$ cat src/rtl/clock_alarm_core.sv
// Timekeeping core: prescaled seconds, BCD time, 6-state adjust FSM,
// 12/24-hour display mapping, hourly chime and dismissable alarm.
module clock_alarm_core #(
  parameter int CLK_FREQ    = 100000000,
  parameter int CHIME_SECS  = 5,
  parameter int ALARM_SECS  = 30,
  parameter int ALARM_H_RST = 7,
  parameter int ALARM_M_RST = 0
) (
  input  logic       clk,
  input  logic       rst,
  input  logic       run,
  input  logic       mode_p,
  input  logic       inc_p,
  input  logic       h12,
  input  logic       alarm_en,
  output logic [7:0] hours_bcd,
  output logic [7:0] minutes_bcd,
  output logic [7:0] seconds_bcd,
  output logic       pm,
  output logic [2:0] adj_field,
  output logic       flash,
  output logic       sec_tick,
  output logic       chime,
  output logic       alarm_ring
);

  localparam int PW = $clog2(CLK_FREQ);
  localparam int HW = $clog2(CLK_FREQ / 2);
  localparam logic [PW-1:0] PRESC_MAX = PW'(CLK_FREQ - 1);
  localparam logic [HW-1:0] HALF_MAX  = HW'(CLK_FREQ / 2 - 1);
  localparam logic [7:0]    AH_RST    = {4'(ALARM_H_RST / 10), 4'(ALARM_H_RST % 10)};
  localparam logic [7:0]    AM_RST    = {4'(ALARM_M_RST / 10), 4'(ALARM_M_RST % 10)};
  localparam logic [5:0]    CHIME_LD  = 6'(CHIME_SECS);
  localparam logic [5:0]    ALARM_LD  = 6'(ALARM_SECS);

  typedef enum logic [2:0] {
    S_RUN    = 3'd0,
    S_ADJ_H  = 3'd1,
    S_ADJ_M  = 3'd2,
    S_ADJ_S  = 3'd3,
    S_ADJ_AH = 3'd4,
    S_ADJ_AM = 3'd5
  } state_t;

  state_t        state_q, state_d;
  logic [PW-1:0] presc_q, presc_d;
  logic [HW-1:0] half_q, half_d;
  logic          flash_q, flash_d;
  logic          tick_q, tick_d;
  logic [7:0]    hr_q, hr_d;
  logic [7:0]    mn_q, mn_d;
  logic [7:0]    sc_q, sc_d;
  logic [7:0]    ah_q, ah_d;
  logic [7:0]    am_q, am_d;
  logic          chime_q, chime_d;
  logic [5:0]    chime_cnt_q, chime_cnt_d;
  logic          ring_q, ring_d;
  logic [5:0]    ring_cnt_q, ring_cnt_d;

  logic counting;
  logic wrap;
  logic half_wrap;

  // Wrapping BCD increment of a two-digit field whose top value is max.
  function automatic logic [7:0] bcd_inc(input logic [7:0] v, input logic [7:0] max);
    if (v == max) begin
      return 8'h00;
    end
    if (v[3:0] == 4'd9) begin
      return {v[7:4] + 4'd1, 4'd0};
    end
    return {v[7:4], v[3:0] + 4'd1};
  endfunction

  // Internal 24-hour BCD hour to its 12-hour BCD display form.
  function automatic logic [7:0] to_12h(input logic [7:0] h);
    int b;
    b = int'(h[7:4]) * 10 + int'(h[3:0]);
    if (b == 0) begin
      b = 12;
    end else if (b > 12) begin
      b = b - 12;
    end
    return {4'(b / 10), 4'(b % 10)};
  endfunction

  function automatic state_t next_state(input state_t s);
    case (s)
      S_RUN:    return S_ADJ_H;
      S_ADJ_H:  return S_ADJ_M;
      S_ADJ_M:  return S_ADJ_S;
      S_ADJ_S:  return S_ADJ_AH;
      S_ADJ_AH: return S_ADJ_AM;
      default:  return S_RUN;
    endcase
  endfunction

  assign counting  = (state_q == S_RUN) && run;
  assign wrap      = counting && (presc_q == PRESC_MAX);
  assign half_wrap = (half_q == HALF_MAX);

  always_comb begin
    state_d     = state_q;
    presc_d     = presc_q;
    half_d      = half_wrap ? '0 : half_q + 1'b1;
    flash_d     = flash_q;
    tick_d      = wrap;
    hr_d        = hr_q;
    mn_d        = mn_q;
    sc_d        = sc_q;
    ah_d        = ah_q;
    am_d        = am_q;
    chime_d     = chime_q;
    chime_cnt_d = chime_cnt_q;
    ring_d      = ring_q;
    ring_cnt_d  = ring_cnt_q;

    if (counting) begin
      presc_d = wrap ? '0 : presc_q + 1'b1;
    end

    // Second boundary: advance time, then run the countdowns and triggers
    // against the freshly advanced time.
    if (wrap) begin
      sc_d = bcd_inc(sc_q, 8'h59);
      if (sc_q == 8'h59) begin
        mn_d = bcd_inc(mn_q, 8'h59);
        if (mn_q == 8'h59) begin
          hr_d = bcd_inc(hr_q, 8'h23);
        end
      end

      if (chime_q) begin
        chime_cnt_d = chime_cnt_q - 1'b1;
        if (chime_cnt_q == 6'd1) begin
          chime_d = 1'b0;
        end
      end
      if (mn_d == 8'h00 && sc_d == 8'h00) begin
        chime_d     = 1'b1;
        chime_cnt_d = CHIME_LD;
      end

      if (ring_q) begin
        ring_cnt_d = ring_cnt_q - 1'b1;
        if (ring_cnt_q == 6'd1) begin
          ring_d = 1'b0;
        end
      end
      if (alarm_en && hr_d == ah_q && mn_d == am_q && sc_d == 8'h00) begin
        ring_d     = 1'b1;
        ring_cnt_d = ALARM_LD;
      end
    end

    if (state_q == S_RUN) begin
      flash_d = 1'b1;
    end else if (half_wrap) begin
      flash_d = ~flash_q;
    end

    // mode_p takes precedence over inc_p in the same cycle.
    if (mode_p) begin
      state_d = next_state(state_q);
      flash_d = 1'b1;
      ring_d  = 1'b0;
      if (state_q == S_ADJ_AM) begin
        presc_d = '0;
      end
    end else if (inc_p) begin
      case (state_q)
        S_RUN:    ring_d = 1'b0;
        S_ADJ_H:  hr_d   = bcd_inc(hr_q, 8'h23);
        S_ADJ_M:  mn_d   = bcd_inc(mn_q, 8'h59);
        S_ADJ_S:  sc_d   = 8'h00;
        S_ADJ_AH: ah_d   = bcd_inc(ah_q, 8'h23);
        S_ADJ_AM: am_d   = bcd_inc(am_q, 8'h59);
        default:  ;
      endcase
    end

    if (!alarm_en) begin
      ring_d = 1'b0;
    end
    if (!ring_d) begin
      ring_cnt_d = '0;
    end
  end

  always_ff @(posedge clk) begin
    if (!rst) begin
      state_q     <= S_RUN;
      presc_q     <= '0;
      half_q      <= '0;
      flash_q     <= 1'b1;
      tick_q      <= 1'b0;
      hr_q        <= 8'h00;
      mn_q        <= 8'h00;
      sc_q        <= 8'h00;
      ah_q        <= AH_RST;
      am_q        <= AM_RST;
      chime_q     <= 1'b0;
      chime_cnt_q <= '0;
      ring_q      <= 1'b0;
      ring_cnt_q  <= '0;
    end else begin
      state_q     <= state_d;
      presc_q     <= presc_d;
      half_q      <= half_d;
      flash_q     <= flash_d;
      tick_q      <= tick_d;
      hr_q        <= hr_d;
      mn_q        <= mn_d;
      sc_q        <= sc_d;
      ah_q        <= ah_d;
      am_q        <= am_d;
      chime_q     <= chime_d;
      chime_cnt_q <= chime_cnt_d;
      ring_q      <= ring_d;
      ring_cnt_q  <= ring_cnt_d;
    end
  end

  // Alarm fields replace the time on the display while they are being set.
  logic       alarm_view;
  logic [7:0] hr_view;

  assign alarm_view  = (state_q == S_ADJ_AH) || (state_q == S_ADJ_AM);
  assign hr_view     = alarm_view ? ah_q : hr_q;
  assign pm          = (hr_view >= 8'h12);
  assign hours_bcd   = h12 ? to_12h(hr_view) : hr_view;
  assign minutes_bcd = alarm_view ? am_q : mn_q;
  assign seconds_bcd = alarm_view ? 8'h00 : sc_q;
  assign adj_field   = state_q;
  assign flash       = flash_q;
  assign sec_tick    = tick_q;
  assign chime       = chime_q;
  assign alarm_ring  = ring_q;

endmodule

$ cat config.mk
export PLATFORM = sky130hd
export DESIGN_NAME = clock_alarm_core
export DESIGN_NICKNAME = d
export VERILOG_FILES = /design/src/rtl/clock_alarm_core.sv
export SDC_FILE = /design/constraint.sdc
export NUM_CORES = 1
export LEC_CHECK = 0
export CAP_MARGIN = 20
export CORE_UTILIZATION = 36
export DETAILED_ROUTE_END_ITERATION = 10
export GPL_TIMING_DRIVEN = 0
export PLACE_DENSITY = 0.56
export SETUP_SLACK_MARGIN = 0.15
export SLEW_MARGIN = 20
export SYNTH_ARGS = -nofsm -noshare
export SYNTH_HDL_FRONTEND = slang
export SYNTH_SLANG_ARGS = --single-unit
$ cat constraint.sdc
create_clock -name clk -period 17.3 [get_ports clk]
set_input_delay 3.46 -clock clk [delete_from_list [all_inputs] [get_ports clk]]
set_output_delay 3.46 -clock clk [all_outputs]
set_load 0.02 [all_outputs]
==> results.json <==
{
  "crit_required_ps": 13840,
  "startpoint": "adj_field[1]$_SDFFE_PN0P_",
  "synthArstFlopShare_pct": 0,
  "num_vias": 7500,
  "rows": 54,
  "die_w_um": 151,
  "globalRouteOverflowTotal": 0,
  "wl_per_cell_um": 14.8,
  "synth_fp_nets": 1115,
  "n_fill_cell": 2301,
  "synth_top_area_cell": "dfxtp_1",
  "yosys_warnings": 0,
  "path_clk_slew_ps": 80,
  "hold_class": "register to register",
  "critical_path.endpoint": "hours_bcd[2]",
  "path_max_fanout": 10,
  "critPathSlowestCell": "clkdlybuf4s50_1",
  "synth_commonest_cells": "135 x nor2_1, 121 x nand2_1, 112 x dfxtp_1, 64 x a21oi_1, 60 x o21ai_0",
  "cts-root-buf": "clkbuf_16",
  "multi_input_area_mm2": 0.00541,
  "cts_num_sinks": 112,
  "leakage_nw": 3.31,
  "reg2regPathDepth": 14,
  "syn_inst": 1067,
  "yosysSeqAreaShare_pct": 28.1,
  "rrSetupSlack_ps": 11970,
  "rsz0062_at_grt": "no",
  "startpoint_type": "register",
  "drive_above_1_share_pct": 5.00,
  "yosysMostFrequentCell": "nor2_1",
  "maxSlewViolCount": 0,
  "crit_path_end_kind": "output pin",
  "nets": 1163,
  "start_util_pct": 36.7,
  "clk_latency_ps": 370,
  "seqCellArea_mm2": 0.00224,
  "yosys-top-cells-area": "dfxtp_1 28%, nor2_1 6.3%, ha_1 6.1%, nand2_1 5.7%, xor2_1 5.3%",
  "wirelength_um": 20800,
  "port_buffers": 37,
  "synth-seq-cells": 112,
  "tns_ps": 0,
  "grtUsageTotal_pct": 18.8,
  "die-area_mm2": 0.0228,
  "syn2layout_area_growth_pct": 13.0,
  "layout_min_cycle_time_ps": 11790,
  "rr_startpoint": "sc_q[0]$_SDFF_PN0_",
  "netlist_area_mm2": 0.00799,
  "power_density_mw_per_mm2": 57.9,
  "grt_pass1_wl_um": 34500,
  "placed_area_mm2": 0.00871,
  "synth_cell_types": 87,
  "cts_tree": "done",
  "critical_path_class": "register to output pin",
  "ctsResizeCount": 0,
  "drcViolationCount": 0,
  "dp_slack_ps": 5870,
  "fp.dieH_um": 151,
  "setup_viol": 0,
  "fin_ws_ps": 5510,
  "post_cts_buffers": 0,
  "design_area_mm2": 0.00903,
  "gp_congestion": 0.854,
  "drtIter0Drc": 415,
  "slowest_delay_ps": 650,
  "synth_ff_type": "dfxtp_1",
  "num_antenna_cells": 0,
  "finalClockSkew_ps": 15.7,
  "synth-edff-count": 0,
  "post-route-period-util_pct": 68.1,
  "syn_avg_cell_area_um2": 7.48,
  "arrival_ps": 8330,
  "htreeDepth": 3,
  "cpMostUsedCell": "ha_1",
  "status": "finished clean",
  "grt_max_degree": 24,
  "synth_top_area_share_pct": 28.1,
  "max_freq_mhz": 84.8,
  "coreArea_mm2": 0.0218,
  "maxCapViolations": 0,
  "antenna_left": 0,
  "cts_made_buffers": 9,
  "ir_worst_vdd_mv": 0.0444,
  "cts_hold_buf": 0,
  "first_pass_iters": 6,
  "ios": 39,
  "grt_pass1_vias": 6869,
  "reg2reg_to": "ring_cnt_q[1]$_SDFFE_PN0P_",
  "drt-vias-per-instance": 5.36,
  "clockBufferDepth": 2,
  "hold_viol_final": 0,
  "antenna_found_initial": 0,
  "post-dp-hpwl_um": 15700,
  "max_slew_margin_pct": 39.0,
  "tightestPinTransition_ps": 908,
  "power.total_w": 0.000523
}
==> cells by family after synthesis <==
group                    count (synthesis)  synth area share (%)
AO/OA/AOI/OAI                          235                  19.2
XOR/XNOR                                81                  8.88
adder cells (fa/ha/maj)                 41                  6.61
buffers and inverters                   80                  4.21
flip-flops                             112                  28.1
multiplexers                            10                  1.44
AND/OR/NAND/NOR                        508                  31.6
==> where the power goes <==
group          internal (W)  switching, W
logic             0.0000165     0.0000260
clock network      0.000106      0.000114
registers          0.000259    0.00000182
total              0.000381      0.000142
==> critical path, delay by kind of cell, from the launching register on <==
| kind | cells | cell delay [ps] |
|---|---|---|
| AND/OR/NAND/NOR | 9 | 2440 |
| XOR/XNOR | 2 | 250 |
| buffers and inverters | 5 | 1640 |
| adder cells (fa/ha/maj) | 4 | 1090 |
| flip-flops | 1 | 360 |
| AO/OA/AOI/OAI | 10 | 2200 |
==> per-layer routing <==
layer / part of all wire (%) / track usage [%]
met5: 0 / 0
met2: 46 / 30.7
met3: 2.9 / 2.41
met1: 49 / 26.1
met4: 1.3 / 4.70
==> state kept, by name, indices dropped and copies added (netlist names) <==
register     count
ring_cnt_q       6
ah_q             8
chime_cnt_q      6
mn_q             8
hr_q             8
half_q          26
alarm_ring       1
chime            1
flash            1
sec_tick         1
am_q             8
adj_field        3
presc_q         27
sc_q             8
==> area by class of cell <==
class                   count  share of cell area [%]
multi-input cells         875                    60.0
repair buffers             37                    4.10
clock inverters             7                   0.984
well taps                 280                    3.88
clock buffers               9                    2.49
inverters                  39                    1.62
flip-flops and latches    112                    24.8
plain buffers              41                    2.11
==> cell usage in the layout, fill, tap and decap left out, types with 5 or more instances in the layout <==
master           Yosys  routed
a211oi_1             6       6
a21boi_0             9       9
a21o_1               6       6
a21oi_1             64      64
a22oi_1              8       8
a31oi_1             12      12
and2_1              22      22
and3_1              20      20
clkbuf_1            31      31
clkbuf_16            0       9
clkdlybuf4s50_1      0      37
dfxtp_1            112     112
ha_1                39      39
inv_1               38      38
mux2i_1              7       7
nand2_1            121     121
nand2b_1            15      15
nand3_1             49      49
nand4_1             21      21
nor2_1             135     135
nor2b_1             21      21
nor3_1              44      44
nor4_1               8       7
nor4b_1              5       5
o211ai_1             9       9
o21a_1               8       8
o21ai_0             60      59
or3_1               10      10
xnor2_1             33      33
xor2_1              48      48
==> how the worst min path moves through the flow <==
stage                          from                   end  slack [ps]  depth (start not counted)
6_report       half_q[0]$_SDFF_PP0_  half_q[0]$_SDFF_PP0_         470                          1
5_1_grt        half_q[0]$_SDFF_PP0_  half_q[0]$_SDFF_PP0_         500                          1
4_1_cts        half_q[0]$_SDFF_PP0_  half_q[0]$_SDFF_PP0_         470                          1
3_5_place_dp   half_q[0]$_SDFF_PP0_  half_q[0]$_SDFF_PP0_         460                          1
3_3_place_gp   half_q[0]$_SDFF_PP0_  half_q[0]$_SDFF_PP0_         450                          1
2_1_floorplan  half_q[0]$_SDFF_PP0_  half_q[0]$_SDFF_PP0_         430                          1
==> stage by stage <==
stage / instances / hold WS (ps) / utilization, %
detailed placement: 1384 / 456 / 40.0
global route: 1400 / 499 / 41.5
floorplan: 1067 / 430 / -
finish: 1400 / 471 / 41.5
global placement: 1384 / 452 / 40.0
CTS: 1400 / 473 / 41.5
(Power assumes the default switching activity.)
